### src/rtl/clk_rst_pkg.sv
// Shared types and constant helpers for the clock-enable / reset sequencer.
package clk_rst_pkg;

  // Sequencer states: wait for lock, qualify lock, staggered release, steady run
  typedef enum logic [1:0] {
    StWaitLock,
    StStable,
    StRelease,
    StRun
  } seq_state_e;

  // Ceiling log2 for elaboration-time width calculation
  function automatic int unsigned clog2(input int unsigned value);
    int unsigned result;
    result = 0;
    for (int unsigned i = 0; i < 32; i++) begin
      if ((64'd1 << i) < 64'(value)) result = i + 1;
    end
    return result;
  endfunction

  function automatic int unsigned max_u(input int unsigned a, input int unsigned b);
    return (a > b) ? a : b;
  endfunction

endpackage

### src/rtl/clk_en_div.sv
// One programmable clock-enable channel: ce pulses for one cycle every div+1 cycles
// while enabled; div=0 gives a constant-high enable.
module clk_en_div #(
  parameter int unsigned DIV_W       = 8,
  parameter int unsigned DIV_DEFAULT = 9
) (
  input  logic             clk,
  input  logic             rst_n,
  input  logic [DIV_W-1:0] div,
  input  logic             load,
  input  logic             en,
  output logic             ce
);

  logic [DIV_W-1:0] div_q, div_d;
  logic [DIV_W-1:0] cnt_q, cnt_d;
  logic             ce_q, ce_d;

  // Next divisor, phase counter and enable pulse
  always_comb begin
    div_d = div_q;
    cnt_d = cnt_q;
    ce_d  = 1'b0;
    if (load) div_d = div;
    if (!en || load) begin
      // Held in reset, or realigning phase to a freshly loaded divisor
      cnt_d = '0;
    end else if (cnt_q == div_q) begin
      cnt_d = '0;
      ce_d  = 1'b1;
    end else begin
      cnt_d = cnt_q + DIV_W'(1);
    end
  end

  // Divider state registers
  always_ff @(posedge clk or negedge rst_n) begin
    if (!rst_n) begin
      div_q <= DIV_W'(DIV_DEFAULT);
      cnt_q <= '0;
      ce_q  <= 1'b0;
    end else begin
      div_q <= div_d;
      cnt_q <= cnt_d;
      ce_q  <= ce_d;
    end
  end

  assign ce = ce_q;

endmodule

### src/rtl/clk_rst_seq.sv
// Clock-enable and reset sequencer: qualifies DCM lock, releases per-domain resets in
// staggered order and drives one programmable clock-enable divider per domain.
module clk_rst_seq
  import clk_rst_pkg::*;
#(
  parameter int unsigned NUM_CH      = 4,
  parameter int unsigned DIV_W       = 8,
  parameter int unsigned DIV_DEFAULT = 9,
  parameter int unsigned LOCK_STABLE = 1024,
  parameter int unsigned RST_STAGGER = 16
) (
  input  logic                    clk,
  input  logic                    rst_n,
  input  logic                    pll_locked,
  input  logic                    soft_rst,
  input  logic [NUM_CH*DIV_W-1:0] div_cfg,
  input  logic                    div_load,
  output logic [NUM_CH-1:0]       rst_out_n,
  output logic [NUM_CH-1:0]       ce_out,
  output logic                    sys_ready,
  output logic                    lock_lost
);

  localparam int unsigned RelLast = (NUM_CH - 1) * RST_STAGGER;
  localparam int unsigned CntW    = clog2(max_u(LOCK_STABLE, RelLast + 1));

  localparam logic [CntW-1:0] StableLast = CntW'(LOCK_STABLE - 1);
  localparam logic [CntW-1:0] RelLastCnt = CntW'(RelLast);

  seq_state_e        state_q, state_d;
  logic [CntW-1:0]   cnt_q, cnt_d, cnt_inc;
  logic [NUM_CH-1:0] rst_q, rst_d;
  logic              rdy_q, rdy_d;
  logic              lost_q, lost_d;
  logic              sync1_q, lk_q;
  logic [NUM_CH-1:0] run;

  // Two-flop synchroniser for the asynchronous lock indication
  always_ff @(posedge clk or negedge rst_n) begin
    if (!rst_n) begin
      sync1_q <= 1'b0;
      lk_q    <= 1'b0;
    end else begin
      sync1_q <= pll_locked;
      lk_q    <= sync1_q;
    end
  end

  // Counter never runs past its terminal value in either counting state
  assign cnt_inc = cnt_q + CntW'(1);

  // Next-state logic: lock qualification, staggered release, lock-loss and soft reset
  always_comb begin
    state_d = state_q;
    cnt_d   = cnt_q;
    rst_d   = rst_q;
    rdy_d   = rdy_q;
    lost_d  = lost_q;
    case (state_q)
      StWaitLock: begin
        if (lk_q) begin
          state_d = StStable;
          cnt_d   = '0;
        end
      end
      StStable: begin
        if (!lk_q) begin
          state_d = StWaitLock;
        end else if (cnt_q == StableLast) begin
          cnt_d    = '0;
          rst_d[0] = 1'b1;
          if (NUM_CH == 1) begin
            state_d = StRun;
            rdy_d   = 1'b1;
          end else begin
            state_d = StRelease;
          end
        end else begin
          cnt_d = cnt_inc;
        end
      end
      StRelease, StRun: begin
        // Lock loss wins over a simultaneous soft reset
        if (!lk_q) begin
          state_d = StWaitLock;
          rst_d   = '0;
          rdy_d   = 1'b0;
          lost_d  = 1'b1;
        end else if (soft_rst) begin
          state_d = StStable;
          cnt_d   = '0;
          rst_d   = '0;
          rdy_d   = 1'b0;
        end else if (state_q == StRelease) begin
          cnt_d = cnt_inc;
          for (int unsigned i = 1; i < NUM_CH; i++) begin
            if (cnt_inc == CntW'(i * RST_STAGGER)) rst_d[i] = 1'b1;
          end
          if (cnt_inc == RelLastCnt) begin
            state_d = StRun;
            rdy_d   = 1'b1;
          end
        end
      end
      default: begin
        state_d = StWaitLock;
      end
    endcase
  end

  // Sequencer state and registered outputs
  always_ff @(posedge clk or negedge rst_n) begin
    if (!rst_n) begin
      state_q <= StWaitLock;
      cnt_q   <= '0;
      rst_q   <= '0;
      rdy_q   <= 1'b0;
      lost_q  <= 1'b0;
    end else begin
      state_q <= state_d;
      cnt_q   <= cnt_d;
      rst_q   <= rst_d;
      rdy_q   <= rdy_d;
      lost_q  <= lost_d;
    end
  end

  // Divider runs only while its domain stays released across this edge, so its ce
  // clears on the same edge as the reset and its phase starts at zero on release.
  assign run = rst_q & rst_d;

  for (genvar g = 0; g < NUM_CH; g++) begin : g_ch
    clk_en_div #(
      .DIV_W      (DIV_W),
      .DIV_DEFAULT(DIV_DEFAULT)
    ) u_div (
      .clk  (clk),
      .rst_n(rst_n),
      .div  (div_cfg[g*DIV_W +: DIV_W]),
      .load (div_load),
      .en   (run[g]),
      .ce   (ce_out[g])
    );
  end

  assign rst_out_n = rst_q;
  assign sys_ready = rdy_q;
  assign lock_lost = lost_q;

endmodule
### config.mk
export PLATFORM = sky130hd
export DESIGN_NAME = clk_rst_seq
export DESIGN_NICKNAME = d
export VERILOG_FILES = /design/src/rtl/clk_rst_pkg.sv /design/src/rtl/clk_en_div.sv /design/src/rtl/clk_rst_seq.sv
export SDC_FILE = /design/constraint.sdc
export NUM_CORES = 1
export LEC_CHECK = 0
export ABC_AREA = 1
export ABC_CLOCK_PERIOD_IN_PS = 3800
export CAP_MARGIN = 40
export CORE_MARGIN = 2
export CORE_UTILIZATION = 55
export CTS_CLUSTER_DIAMETER = 120
export DETAILED_ROUTE_END_ITERATION = 10
export MAX_ROUTING_LAYER = met4
export PLACE_DENSITY_LB_ADDON = 0.3
export SYNTH_ARGS = -nofsm -noshare
export SYNTH_HDL_FRONTEND = slang
export SYNTH_SLANG_ARGS = --single-unit
### constraint.sdc
create_clock -name clk -period 3.8 [get_ports clk]
set_input_delay 0.57 -clock clk [delete_from_list [all_inputs] [get_ports clk]]
set_output_delay 0.57 -clock clk [all_outputs]
set_load 0.02 [all_outputs]
==> flow_metrics.tcl, run 1 <==
set metrics [dict create \
    status "finished, final reports clean" \
    skew_ps 16.7 \
    synth_edf_count 0 \
    synth_fa_ha_area_share_pct 1.71 \
    finalCritPeriodShare_pct 52.8 \
    drt_iter0_markers 190 \
    vdd_drop_max_mv 0.294 \
    cts_tree "built" \
    min_period_ps 2010 \
    ctsLongestPathBuffers 2 \
    n_antenna_cell 0 \
    drive_gt1_share_pct 9.46 \
    post_dp_cell_area_sq_um 4960 \
    p_sw_uw 635 \
    seq_area_frac_synth_pct 50.3 \
    vias 3608 \
    antenna_found_initial 0 \
    drc_errors 0 \
    fill_cells 629 \
    syn_to_final_growth_pct 16.8 \
    ys_types 36 \
    layout_common_cells "157 x nand2_1, 80 x dfrtp_1, 77 x inv_1, 44 x clkdlybuf4s50_1, 41 x nor2_1" \
    cts_buffers 9 \
    fin_area_sq_um 5140 \
    finalMaxSlewViolations 0 \
    p_seq_share_pct 52.3 \
    crit_family "buffers and inverters" \
    p_comb_share_pct 17.9 \
    fp.dieH_microns 93.4 \
    gr-usage-met2_pct 38.1 \
    cp.buffers_inverters 1 \
    finalSetupViolations 0 \
    io_buffer_count 46 \
    internal_power_uw 1420 \
    final_common_cell "nand2_1" \
    grt_util_met1_pct 29.7 \
    grt_max_degree 69 \
    muxShareOfSynthArea_pct 0 \
    cap_violations 0 \
    die_w_microns 93.4 \
    arrival_ps 1440 \
    ys_warn_count 0 \
    required_ps 3230 \
    cts_hold_buf 0 \
    dr.pass1.iters 4 \
    rsz0062_at_grt "no" \
    yosys.area_share.simple_pct 27.6 \
    grtUsageTotal_pct 23.5 \
    p_per_area_nw_per_um2 399 \
    slowest_stage "clkdlybuf4s50_1" \
    synth-xor-area-share_pct 3.38 \
    ant_nets 0 \
    switching_share_pct 30.9 \
    overflow 0 \
    pin_count 47 \
    syn_area_sq_um 4400 \
    hold_class "primary input to asynchronous set/reset pin" \
    vias_per_cell 5.20 \
    finalHoldViolations 0 \
    post-cts-setup-buffer-count 0 \
    synth-seq-cells 88 \
    max_stage_delay_ps 640 \
    fp.coreArea_sq_um 7730 \
    pwr-share-clk_pct 29.9 \
    cts-htree-levels 3 \
    initial_core_util_pct 56.9 \
    worstMarginPinSlew_ps 494 \
    synthesis.nets 582 \
    ys_async_sr_fraction_pct 100 \
    max_freq_mhz 498 \
    end_kind "output pin" \
    path_max_fanout 3 \
    synth_top_family_by_area "simple AND/OR/NAND/NOR gates" \
    finalSetupTns_ps 0 \
    synth-compound-area-share_pct 8.90 \
    hpwl_microns 6490 \
    grt_use_met3_pct 4.83 \
    clkSinkCount 88 \
    slew_headroom_pct 67.1 \
    die_area_sq_um 8730 \
    top_usage_layer "met2" \
    ctsResizeCount 0 \
    leakagePower_uw 0.00237 \
    grt_pass1_vias 3541 \
    path_cells "clkdlybuf4s50_1" \
    rrSetupSlack_ps 1900 \
    clk_pin_slew_worst_paths_ps 90 \
    gp_congestion 0.842 \
    ys.flop_type "dfrtp_1" \
    fin_nets 630 \
    grt_first_pass_wirelength_microns 15800 \
    routed_wl_microns 9100 \
    cts-root-buf "clkbuf_8" \
    cp-start-kind "register" \
    clk_latency_ps 370 \
    routedWlPerCell_microns 13.1 \
    netlist_instances 539 \
    synth.avg_cell_area_sq_um 8.16 \
    crit_type "register to output pin" \
    rows 32 \
]
## cells in the mapped netlist, types with 3 or more instances
| cell | number | share of area [%] |
|---|---|---|
| a211oi_1 | 5 | 0.85 |
| a21oi_1 | 7 | 0.80 |
| buf_4 | 4 | 0.68 |
| clkbuf_1 | 7 | 0.60 |
| dfrtp_1 | 80 | 46 |
| dfstp_2 | 8 | 4.8 |
| ha_1 | 6 | 1.7 |
| inv_1 | 77 | 6.6 |
| nand2_1 | 157 | 13 |
| nand2_2 | 7 | 1.0 |
| nand3_1 | 16 | 1.8 |
| nand3_2 | 5 | 1.1 |
| nand4_1 | 15 | 2.1 |
| nor2_1 | 41 | 3.5 |
| nor2_4 | 3 | 0.77 |
| nor3_1 | 13 | 1.5 |
| nor3_2 | 3 | 0.68 |
| nor4_1 | 3 | 0.43 |
| o21ai_0 | 39 | 4.4 |
| o21ai_1 | 3 | 0.34 |
| o22ai_1 | 6 | 0.85 |
| xnor2_1 | 6 | 1.2 |
| xor2_1 | 11 | 2.2 |
## flip-flops by register name (all words and copies together) (netlist names)
signal and count:
cnt_q 10, g_ch.u_div.ce 4, g_ch.u_div.cnt_q 32, g_ch.u_div.div_q 32, lk_q 1, lock_lost 1
rst_out_n 4, state_q 2, sync1_q 1, sys_ready 1
## logic make-up (layout without fill, tap and decap cells)
group,Yosys count,count (layout)
and+or+nand+nor,270,270
AOI/OAI and AO/OA,67,67
xor gates and xnor gates,17,17
adders and majority gates,6,6
buffers and inverters,91,144
DFF,88,88
## cell type report
type | count | area (sq um) | area share [%]
clock buffers | 10 | 138 | 2.68
clock inverters | 6 | 43.8 | 0.852
inverters | 80 | 300 | 5.84
multi-input cells | 360 | 1830 | 35.6
flip-flops and latches | 88 | 2210 | 43.0
well taps | 102 | 128 | 2.48
repair buffers | 48 | 488 | 9.49
## per-layer routing
metal	routed length, microns	share of wire [%]
met5	0	0
met4	136	1.5
met3	376	4.1
met2	4410	48
met1	4180	46
## power groups by stage
stage	logic [uW]	registers, uW	clock network [uW]
finish	367	1070	613
floorplan	233	1080	0
detailed placement	368	1090	0
global route	418	1080	664
global placement	349	1090	0
CTS	370	1070	619
## through the flow
stage	total power (uW)	setup WS, ps	hold WS, ps	std cells	util, %
after CTS	2060	1790	86.5	694	66.5
after global placement	1430	1690	345	677	63.8
after detailed placement	1460	1540	339	678	64.2
after floorplan	1310	2240	274	539	-
after global routing	2160	1670	94.7	694	66.5
final	2050	1790	83.1	694	66.5
## worst paths after layout
| path | startpoint | end | cells after the start |
|---|---|---|---|
| setup / recovery | rst_out_n[3]$_DFF_PN0_ | rst_out_n[3] | 1 |
| hold / removal | rst_n | cnt_q[6]$_DFFE_PN0P_ | 1 |
| setup reg to reg | cnt_q[0]$_DFFE_PN0P_ | cnt_q[0]$_DFFE_PN0P_ | 8 |
| hold reg to reg | sync1_q$_DFF_PN0_ | lk_q$_DFF_PN0_ | 0 |
| max in group asynchronous | rst_n | g_ch[0].u_div.div_q[0]$_DFFE_PN1P_ | 2 |
| min in group clk | sync1_q$_DFF_PN0_ | lk_q$_DFF_PN0_ | 0 |
Power figures use the tool's default switching activity.
==> inputs of run 2 (changes only) <==
--- a/config.mk
+++ b/config.mk
@@ -6,10 +6,10 @@
 export NUM_CORES = 1
 export LEC_CHECK = 0
 export ABC_AREA = 1
-export ABC_CLOCK_PERIOD_IN_PS = 3800
+export ABC_CLOCK_PERIOD_IN_PS = 1800
 export CAP_MARGIN = 40
 export CORE_MARGIN = 2
-export CORE_UTILIZATION = 55
+export CORE_UTILIZATION = 51
 export CTS_CLUSTER_DIAMETER = 120
 export DETAILED_ROUTE_END_ITERATION = 10
 export MAX_ROUTING_LAYER = met4
==> constraint.sdc (replaced) <==
create_clock -name clk -period 1.8 [get_ports clk]
set_input_delay 0.27 -clock clk [delete_from_list [all_inputs] [get_ports clk]]
set_output_delay 0.27 -clock clk [all_outputs]
set_load 0.02 [all_outputs]
==> run 2 against run 1 <==
Clock-buffer cell count increased by 1. Final area increased by 2.8%. Global-route usage decreased by 2.9 points.
==> flow_metrics.tcl, run 2 (same netlist as run 1, synthesis figures left out) <==
set metrics [dict create \
    max_stage_delay_ps 630 \
    hold_class "primary input to register" \
    finalMaxSlewViolations 0 \
    die_w_microns 96.9 \
    clkSinkCount 88 \
    grt_use_met3_pct 3.47 \
    finalHoldViolations 0 \
    hpwl_microns 6370 \
    vias_per_cell 5.08 \
    required_ps 1530 \
    min_period_ps 1670 \
    drt_iter0_markers 129 \
    status "finished, final reports clean" \
    grtUsageTotal_pct 20.6 \
    io_buffer_count 46 \
    cap_violations 0 \
    n_antenna_cell 0 \
    ctsLongestPathBuffers 2 \
    cts-root-buf "clkbuf_8" \
    gp_congestion 0.908 \
    grt_max_degree 55 \
    vdd_drop_max_mv 0.633 \
    drc_errors 0 \
    setup_ws_ps 130 \
    place_ws_ps 35.9 \
    grt_pass1_vias 3514 \
    pin_count 47 \
    fill_cells 701 \
    path_cells "clkdlybuf4s50_1" \
    die_area_sq_um 9380 \
    rows 33 \
    overflow 0 \
    cts_tree "built" \
    end_kind "output pin" \
    cts_buffers 9 \
    routedWlPerCell_microns 12.3 \
    top_regs "g_ch.u_div.cnt_q: 32 flops, g_ch.u_div.div_q: 32 flops, cnt_q: 10 flops" \
    slowest_stage "clkdlybuf4s50_1" \
    max_freq_mhz 599 \
    finalSetupViolations 0 \
    worstMarginPinSlew_ps 419 \
    drive_gt1_share_pct 11.5 \
    cp-start-kind "register" \
    vias 3590 \
    clk_latency_ps 350 \
    routed_wl_microns 8720 \
    grt_first_pass_wirelength_microns 15700 \
    finalCritPeriodShare_pct 92.8 \
    p_per_area_nw_per_um2 882 \
    crit_family "buffers and inverters" \
    layout_common_cells "155 x nand2_1, 80 x dfrtp_1, 77 x inv_1, 44 x clkdlybuf4s50_1, 40 x nor2_1" \
    skew_ps 10.8 \
    fp.dieH_microns 96.9 \
    ant_nets 0 \
    initial_core_util_pct 53.0 \
    syn_to_final_growth_pct 20.2 \
    arrival_ps 1400 \
    fin_area_sq_um 5290 \
    cts-htree-levels 3 \
    leakagePower_uw 0.00244 \
    finalSetupTns_ps 0 \
    fin_hold_ws_ps 250 \
    top_usage_layer "met2" \
    crit_type "register to output pin" \
    final_common_cell "nand2_1" \
    fin_nets 640 \
    path_max_fanout 3 \
    gr-usage-met2_pct 33.0 \
    cp.buffers_inverters 1 \
    antenna_found_initial 0 \
    fp.coreArea_sq_um 8300 \
    clk_pin_slew_worst_paths_ps 80 \
    grt_util_met1_pct 27.1 \
    utilization_pct 63.7 \
    post_dp_cell_area_sq_um 5010 \
    dr.pass1.iters 4 \
    slew_headroom_pct 72.1 \
]
run 2: cell type report:
type | count | area, sq um | share of cell area (%)
Clock buffer | 11 | 151 | 2.86
Clock inverter | 5 | 87.6 | 1.66
Inverter | 80 | 300 | 5.68
Tap cell | 105 | 131 | 2.49
Multi-Input combinational cell | 360 | 1850 | 34.9
Sequential cell | 88 | 2210 | 41.8
Timing Repair Buffer | 58 | 558 | 10.6
run 2: power breakdown:
group / total, uW / internal [uW] / switching (uW)
Sequential: 2250 / 2130 / 125
Combinational: 823 / 355 / 468
Clock: 1590 / 870 / 719
run 2: per-layer routing:
| layer | routed length [microns] | share of wire, % | vias up |
|---|---|---|---|
| met2 | 4110 | 47 | 73 |
| met3 | 342 | 3.9 | 9 |
| met5 | 0 | 0 | - |
| met4 | 90 | 1.0 | 0 |
| li1 | - | - | 1829 |
| met1 | 4180 | 48 | 1679 |
run 2: final timing paths:
kind	from	to	slack, ps	cells after the start
max in group asynchronous	rst_n	g_ch[3].u_div.div_q[3]$_DFFE_PN1P_	750	3
worst max-delay path	rst_out_n[3]$_DFF_PN0_	rst_out_n[3]	130	1
worst min register to register	sync1_q$_DFF_PN0_	lk_q$_DFF_PN0_	360	0
min in group asynchronous	rst_n	g_ch[1].u_div.div_q[7]$_DFFE_PN0P_	390	2
worst min-delay path	div_load	g_ch[2].u_div.div_q[3]$_DFFE_PN1P_	250	4
worst max register to register	cnt_q[0]$_DFFE_PN0P_	state_q[1]$_DFFE_PN0P_	170	13
run 2: per-stage QoR:
step / total power (uW) / std cells
after floorplan: 2770 / 539
after global placement: 3070 / 688
after detailed placement: 3100 / 688
after CTS: 4700 / 705
after global routing: 4920 / 707
final: 4660 / 707
run 2: timing repair:
item | CTS | global route
hold endpoints to repair | 23 | 0
gates resized for setup | 0 | 5
buffers inserted | 0 | 2
hold buffers | 1 | 0
setup endpoints to repair | 0 | 7
==> inputs of run 3 (changes only) <==
--- a/config.mk
+++ b/config.mk
@@ -14,6 +14,7 @@
 export DETAILED_ROUTE_END_ITERATION = 10
 export MAX_ROUTING_LAYER = met4
 export PLACE_DENSITY_LB_ADDON = 0.3
+export REMOVE_ABC_BUFFERS = 1
 export SYNTH_ARGS = -nofsm -noshare
 export SYNTH_HDL_FRONTEND = slang
 export SYNTH_SLANG_ARGS = --single-unit
==> run 3 against run 2 <==
Global-route usage up 0.63 points. Combinational power increased by 0.5%. Sequential share of layout area increased by 0.33 points. Critical path depth did not move. Largest power group unchanged. Highest routed layer unchanged. Core utilization decreased by 0.50 points. Sequential power about the same.
==> flow_metrics.tcl, run 3 (same netlist as run 1, synthesis figures left out) <==
set metrics [dict create \
    status "finished, final reports clean" \
    rsz0062_at_grt "no" \
    clk_pin_slew_worst_paths_ps 90 \
    grt_first_pass_wirelength_microns 16000 \
    p_total_uw 4620 \
    cts_tree "built" \
    rows 33 \
    crit_family "buffers and inverters" \
    n_antenna_cell 0 \
    clkSinkCount 88 \
    grt_max_degree 54 \
    worstMarginPinSlew_ps 456 \
    drive_gt1_share_pct 10.9 \
    hold_class "primary input to register" \
    die_area_sq_um 9380 \
    startpoint "rst_out_n[3]$_DFF_PN0_" \
    antenna_found_initial 0 \
    fp.dieH_microns 96.9 \
    die_w_microns 96.9 \
    dp.cells 687 \
    cp.buffers_inverters 1 \
    fill_cells 714 \
    overflow 0 \
    fp.coreArea_sq_um 8300 \
    slowest_stage "clkdlybuf4s50_1" \
    finalHoldViolations 0 \
    drc_errors 0 \
    ant_nets 0 \
    finalMaxSlewViolations 0 \
    reg2reg_depth 13 \
    slew_headroom_pct 69.6 \
    gp_congestion 0.902 \
    clk_latency_ps 360 \
    cts_buffers 9 \
    min_period_ps 1710 \
    end_kind "output pin" \
    r2r-start "cnt_q[0]$_DFFE_PN0P_" \
    p_per_area_nw_per_um2 881 \
    vdd_drop_max_mv 0.622 \
    cp_num_cells 1 \
    initial_core_util_pct 53.0 \
    routedWlPerCell_microns 12.8 \
    max_freq_mhz 584 \
    grt_pass1_vias 3651 \
    max_stage_delay_ps 640 \
    io_buffer_count 46 \
    path_max_fanout 3 \
    arrival_ps 1440 \
    finalCritPeriodShare_pct 95.1 \
    required_ps 1530 \
    skew_ps 12.7 \
    leakagePower_uw 0.00242 \
    drt_iter0_markers 137 \
    rrSetupSlack_ps 150 \
    top_regs "g_ch.u_div.cnt_q: 32 flops, g_ch.u_div.div_q: 32 flops, cnt_q: 10 flops" \
    pin_count 47 \
    hpwl_microns 6520 \
    cap_violations 0 \
    crit_type "register to output pin" \
    endpoint "rst_out_n[3]" \
    instances_no_fill 704 \
    syn_to_final_growth_pct 19.2 \
    final_common_cell "nand2_1" \
    finalSetupViolations 0 \
    finalSetupTns_ps 0 \
    cp-start-kind "register" \
    cts-root-buf "clkbuf_8" \
    grtUsageTotal_pct 21.3 \
    dr.pass1.iters 4 \
    routed_wl_microns 9040 \
    vias 3600 \
    vias_per_cell 5.11 \
    fin_hold_ws_ps 143 \
    rr_endpoint "state_q[0]$_DFFE_PN0P_" \
    cts-htree-levels 3 \
    layout_common_cells "156 x nand2_1, 80 x dfrtp_1, 76 x inv_1, 44 x clkdlybuf4s50_1, 40 x nor2_1" \
    fin_nets 637 \
    ctsLongestPathBuffers 2 \
    path_cells "clkdlybuf4s50_1" \
]
## run 3: how the worst min path moves through the flow
stage                        start                            endpoint  slack [ps]  depth (start not counted)
final                     div_load  g_ch[0].u_div.div_q[0]$_DFFE_PN1P_         140                          3
after global routing      div_load  g_ch[0].u_div.div_q[0]$_DFFE_PN1P_         150                          3
after CTS                 div_load  g_ch[0].u_div.div_q[0]$_DFFE_PN1P_         120                          3
after detailed placement     rst_n                cnt_q[1]$_DFFE_PN0P_         250                          1
after global placement       rst_n                cnt_q[2]$_DFFE_PN0P_         250                          1
after floorplan              rst_n                cnt_q[0]$_DFFE_PN0P_         -30                          0
## run 3: final cells by class
cell class	instances	area, sq um	area share, %
Tap cell	105	131	2.50
Clock buffer	9	124	2.36
Timing Repair Buffer	55	536	10.2
Clock inverter	7	101	1.93
Sequential cell	88	2210	42.2
Inverter	80	300	5.73
Multi-Input combinational cell	360	1840	35.1
## run 3: what timing repair did
item,4_1_cts,5_1_grt
hold buffers,1,0
endpoints found under the setup margin,0,7
resized for setup,0,4
setup buffers,0,0
endpoints found under the hold margin,28,0
## run 3: routing by layer
metal | wire, microns | GRT usage [%] | part of all wire, %
met1 | 4120 | 26.4 | 46
met3 | 293 | 4.77 | 3.2
met2 | 4490 | 34.7 | 50
met4 | 136 | 7.04 | 1.5
met5 | 0 | - | 0
## run 3: per-stage QoR
step | util, % | setup slack [ps] | area [sq um]
floorplan | - | 243 | 4340
global placement | 60.2 | 119 | 5000
detailed placement | 60.2 | 50.8 | 5000
CTS | 63.1 | 66.6 | 5240
global route | 63.2 | 2.18 | 5250
finish | 63.2 | 89.1 | 5250
## run 3: power breakdown
| part | leakage, uW | total, uW | switching (uW) | internal, uW |
|---|---|---|---|---|
| Sequential | 0.00114 | 2250 | 118 | 2130 |
| Combinational | 0.00117 | 827 | 477 | 350 |
| Clock | 0.000107 | 1550 | 751 | 796 |
